`config.mk`:
```
export PLATFORM = sky130hd
export DESIGN_NAME = quad_dirdect_cnt
export DESIGN_NICKNAME = d
export VERILOG_FILES = /design/src/rtl/quad_dirdect_cnt.sv
export SDC_FILE = /design/constraint.sdc
export NUM_CORES = 1
export LEC_CHECK = 0
export ABC_AREA = 1
export CAP_MARGIN = 10
export CORE_UTILIZATION = 48
export CTS_CLUSTER_SIZE = 8
export DETAILED_ROUTE_END_ITERATION = 8
export PLACE_DENSITY = 0.75
export SETUP_SLACK_MARGIN = 0.1
export SLEW_MARGIN = 10
export SYNTH_ARGS = -nofsm -noshare
export SYNTH_HDL_FRONTEND = slang
export SYNTH_SLANG_ARGS = --single-unit
```
`constraint.sdc`:
```
create_clock -name i_Clk -period 2.7 [get_ports i_Clk]
set_input_delay 0.675 -clock i_Clk [delete_from_list [all_inputs] [get_ports i_Clk]]
set_output_delay 0.675 -clock i_Clk [all_outputs]
set_load 0.02 [all_outputs]
```
`src/rtl/quad_dirdect_cnt.sv`:
```
// Quadrature direction detector and position counter.
// Synchronises and glitch-filters encoder phases A/B, decodes the Gray
// sequence in 1x/2x/4x resolution and keeps a wrapping position count,
// last-direction flag and sticky illegal-transition flag.
module quad_dirdect_cnt #(
  parameter int CNT_W       = 16,
  parameter int SYNC_STAGES = 2,
  parameter int FILT_LEN    = 4
) (
  input  logic             i_Clk,
  input  logic             i_Rst,
  input  logic             i_A,
  input  logic             i_B,
  input  logic [1:0]       i_Mode,
  input  logic             i_Clear,
  input  logic             i_ErrClr,
  output logic [CNT_W-1:0] o_Count,
  output logic             o_Forw,
  output logic             o_Back,
  output logic             o_UD,
  output logic             o_Err
);

  // Settling time covers sync + filter + the cur register, so the first
  // reference is taken from a filtered state that reflects the real pins.
  localparam int WARM = SYNC_STAGES + FILT_LEN + 2;
  localparam int WW   = $clog2(WARM + 1);

  // Phase encoding {A,B}; forward order is 00 -> 10 -> 11 -> 01.
  typedef enum logic [1:0] {
    PH_00 = 2'b00,
    PH_10 = 2'b10,
    PH_11 = 2'b11,
    PH_01 = 2'b01
  } phase_t;

  typedef enum logic {
    ST_SETTLE,
    ST_TRACK
  } run_t;

  logic [SYNC_STAGES-1:0] sync_a;
  logic [SYNC_STAGES-1:0] sync_b;
  logic [1:0]             raw;
  logic [1:0]             filt;
  logic [1:0][3:0]        fcnt;
  phase_t                 cur;
  phase_t                 prev;
  run_t                   run;
  logic [WW-1:0]          warm;

  logic [1:0] diff;
  logic       changed;
  logic       illegal;
  logic       fwd;
  logic       gated;
  logic       err_set;
  logic       step;

  assign raw = {sync_a[SYNC_STAGES-1], sync_b[SYNC_STAGES-1]};

  // Synchroniser chains for the asynchronous phase inputs.
  always_ff @(posedge i_Clk) begin
    if (i_Rst) begin
      sync_a <= '0;
      sync_b <= '0;
    end else begin
      sync_a <= {sync_a[SYNC_STAGES-2:0], i_A};
      sync_b <= {sync_b[SYNC_STAGES-2:0], i_B};
    end
  end

  // Per-phase filter: accept a level after FILT_LEN consecutive differing samples.
  always_ff @(posedge i_Clk) begin
    if (i_Rst) begin
      filt <= '0;
      fcnt <= '0;
    end else begin
      for (int unsigned i = 0; i < 2; i++) begin
        if (raw[i] == filt[i]) begin
          fcnt[i] <= '0;
        end else if (fcnt[i] == 4'(FILT_LEN - 1)) begin
          filt[i] <= raw[i];
          fcnt[i] <= '0;
        end else begin
          fcnt[i] <= fcnt[i] + 4'd1;
        end
      end
    end
  end

  // Registered filtered state presented to the decoder.
  always_ff @(posedge i_Clk) begin
    if (i_Rst) cur <= PH_00;
    else       cur <= phase_t'(filt);
  end

  // Transition classification and resolution gating.
  always_comb begin
    diff    = cur ^ prev;
    changed = (diff != 2'b00);
    illegal = (diff == 2'b11);
    fwd     = ((prev == PH_00) && (cur == PH_10)) ||
              ((prev == PH_10) && (cur == PH_11)) ||
              ((prev == PH_11) && (cur == PH_01)) ||
              ((prev == PH_01) && (cur == PH_00));
    gated   = 1'b0;
    case (i_Mode)
      2'b00:   gated = ((prev == PH_00) && (cur == PH_10)) ||
                       ((prev == PH_10) && (cur == PH_00));
      2'b01:   gated = diff[1];
      default: gated = 1'b1;
    endcase
    err_set = (run == ST_TRACK) && changed && illegal;
    step    = (run == ST_TRACK) && changed && !illegal && gated;
  end

  // Reference tracking FSM with registered count, pulses, direction and error.
  always_ff @(posedge i_Clk) begin
    if (i_Rst) begin
      run     <= ST_SETTLE;
      warm    <= '0;
      prev    <= PH_00;
      o_Count <= '0;
      o_Forw  <= 1'b0;
      o_Back  <= 1'b0;
      o_UD    <= 1'b0;
      o_Err   <= 1'b0;
    end else begin
      o_Forw <= 1'b0;
      o_Back <= 1'b0;
      prev   <= cur;
      case (run)
        ST_SETTLE: begin
          if (warm == WW'(WARM - 1)) run <= ST_TRACK;
          else                       warm <= warm + WW'(1);
        end
        default: run <= ST_TRACK;
      endcase
      if (i_Clear) begin
        o_Count <= '0;
      end else if (step) begin
        if (fwd) begin
          o_Count <= o_Count + CNT_W'(1);
          o_Forw  <= 1'b1;
          o_UD    <= 1'b1;
        end else begin
          o_Count <= o_Count - CNT_W'(1);
          o_Back  <= 1'b1;
          o_UD    <= 1'b0;
        end
      end
      o_Err <= err_set | (o_Err & ~i_ErrClr);
    end
  end

endmodule

```
==> results_dict.tcl <==
set metrics [dict create \
    status "finished clean" \
    cp.required_ns 2.90 \
    io-pin-count 28 \
    numClockSinks 43 \
    min_from "sync_b[0]$_SDFF_PP0_" \
    skew_ns 0.00524 \
    clk_latency_ns 0.29 \
    hold-path-endpoint "sync_b[1]$_SDFF_PP0_" \
    wl_per_cell_um 10.4 \
    setup_viol 0 \
    startpoint "cur[1]$_SDFF_PP0_" \
    synth_flop_cell "dfxtp_1" \
    netlist.area_leader.share_pct 34.2 \
    min_delay_path_depth 2 \
    r2r_slack_ns 0.42 \
    post_dp_cell_area_mm2 0.00286 \
    dp_hpwl_mm 3.93 \
    worstRegToRegCells 14 \
    ys_seq_elements 43 \
    vias_per_cell 4.73 \
    max_cap_violations 0 \
    async_flop_share_pct 0 \
    power_density_mw_per_mm2 404 \
    seq_area_frac_synth_pct 34.2 \
    num_antenna_cells 0 \
    dieArea_mm2 0.00554 \
    nets 439 \
    power_mw 1.20 \
    grt_max_degree 18 \
    ant_nets 0 \
    worstSetupPathType "register to register" \
    portBuffers 27 \
    synthToLayoutAreaGrowth_pct 18.2 \
    synth_nets 405 \
    die_h_um 74.4 \
    synth.distinct_cells 26 \
    antenna_found_initial 0 \
    synth-edff-count 0 \
    cp_max_fo 10 \
    gp_congestion 0.929 \
    cts_setup_buffers 0 \
    hold_class "register to register" \
    synth_area_per_cell_um2 6.64 \
    syn_inst 379 \
    std_cell_rows 25 \
    period_share_pct 84.4 \
    firstDrtPassIters 4 \
    root_buffer "clkbuf_8" \
    design_area_mm2 0.00298 \
    routed-via-count 2273 \
    vdd_drop_max_v 0.000463 \
    yosysWarnings 0 \
    cts_max_path_buffers 2 \
    gr-total-overflow 0 \
    slew_headroom_pct 78.4 \
    ctsHtreeMaxLevel 2 \
    wl_mm 4.99 \
    cts_buffers 5 \
    finalSetupTns_ns 0 \
    crit-reg2reg-launch "cur[1]$_SDFF_PP0_" \
    cp-end-kind "register" \
    initial_utilization_pct 51.6 \
    drive_gt1_share_pct 5.31 \
    rsz0062_at_grt "false" \
    fmax_mhz 439 \
    power_leakage_nw 1.47 \
    hold_slack_ns 0.408 \
    hold_viol_final 0 \
    r2r_end "o_Count[13]$_SDFFE_PP0P_" \
    dp_slack_ns 0.332 \
    yosys-top-cells-area "dfxtp_1 34%, nand2_1 16%, inv_1 10%, ha_1 8.4%, nor2_1 6.7%" \
    path_clk_slew_ns 0.08 \
    yosysTopAreaCell "dfxtp_1" \
    syn_area_mm2 0.00252 \
    fill_cells 477 \
    grt.total_usage_pct 20.1 \
    die_w_um 74.4 \
    cts_tree "done" \
    grt_pass1_vias 2060 \
    critPathLaunchType "register" \
    maxSlewViolCount 0 \
    grt_pass1_wl_mm 8.57 \
    coreArea_mm2 0.00488 \
    cp.arrival_ns 2.48 \
    setup_ws_ns 0.421 \
    drc 0 \
    post-route-min-period_ns 2.28 \
    worst_pin_slew_ns 0.323 \
    drt_iter0_drc 177 \
]
## power breakdown
group	total, mW	internal [mW]	switching, mW
clock network	0.515	0.299	0.215
logic	0.0406	0.0197	0.0209
registers	0.648	0.642	0.00570
## how the worst max path moves through the flow
stage,depth (start not counted),slack (ns),end
detailed placement,14,0.33,o_Count[13]$_SDFFE_PP0P_
finish,14,0.42,o_Count[13]$_SDFFE_PP0P_
floorplan,11,0.50,o_Count[12]$_SDFFE_PP0P_
CTS,14,0.32,o_Count[13]$_SDFFE_PP0P_
global placement,11,0.37,o_Count[12]$_SDFFE_PP0P_
global route,13,0.17,o_Count[15]$_SDFFE_PP0P_
## Yosys cell counts (2+ instances only)
cell      count
inv_1        69
dfxtp_1      43
nand3b_1      4
nor3_1        4
xnor2_1       5
ha_1         17
nor2_2        2
buf_8         2
or2_2         4
nand2_2       2
xor2_1       11
o21ai_0       6
a21oi_1      26
o21ai_1       3
nor2_1       45
nand2_1     107
nand3_1      20
## cells by family after synthesis
family                   after synthesis  share of synthesized area, %
AO/OA/AOI/OAI                         37                          7.50
XOR/XNOR                              16                          5.57
adder cells (fa/ha/maj)               18                          9.24
buffers and inverters                 75                          12.4
flip-flops                            43                          34.2
AND/OR/NAND/NOR                      190                          31.1
## registers in the layout, summed over array words and instances (netlist names)
signal,count
o_Err,1
cur,2
o_Back,1
sync_a,2
filt,2
o_UD,1
warm,4
o_Forw,1
prev,2
sync_b,2
fcnt,8
o_Count,16
run,1
## layer usage
metal / GRT usage [%] / up-vias / share of wire, %
met1: 26.0 / 1004 / 50
met5: 0 / - / 0
met2: 33.4 / 33 / 46
li1: - / 1231 / -
met4: 5.87 / 0 / 0.84
met3: 4.47 / 5 / 3.0
## cell type report
class	instances	area, um^2	area share, %
multi-input cells	261	1350	45.3
flip-flops and latches	43	861	28.9
repair buffers	31	300	10.1
inverters	71	267	8.95
well taps	67	83.8	2.82
clock buffers	6	82.6	2.77
clock inverters	2	35.0	1.18
## timing repair
action,CTS,global route
endpoints found under the setup margin,0,3
hold buffers,0,0
resized for setup,0,1
## worst max-delay path: stages (launching register included)
cell and delay, ns:
dfxtp_1 0.42, xor2_1 0.22, nand2_2 0.20, buf_4 0.22, ha_1 0.34, nand2_1 0.17
inv_1 0.06, nand2_1 0.06, nand2_1 0.04, a21oi_1 0.15, nand2_1 0.08, nand2_1 0.06
nand3_1 0.06, nand2_1 0.07, inv_1 0.03
## per-stage QoR
stage / std cells / util [%]
floorplan: 379 / -
global placement: 473 / 58.5
detailed placement: 473 / 58.5
CTS: 481 / 60.9
global route: 481 / 61.0
finish: 481 / 61.0
## cells in the final DEF, fill, tap and decap left out, drive strengths merged, types with 5 or more instances in the layout
cell / netlist / final
a21oi: 26 / 26
clkbuf: 1 / 6
clkdlybuf4s50: 0 / 27
dfxtp: 43 / 43
ha: 17 / 17
inv: 70 / 70
nand2: 109 / 109
nand3: 20 / 20
nor2: 47 / 47
o21ai: 9 / 9
xnor2: 5 / 5
xor2: 11 / 11
Power figures use the tool's default switching activity.
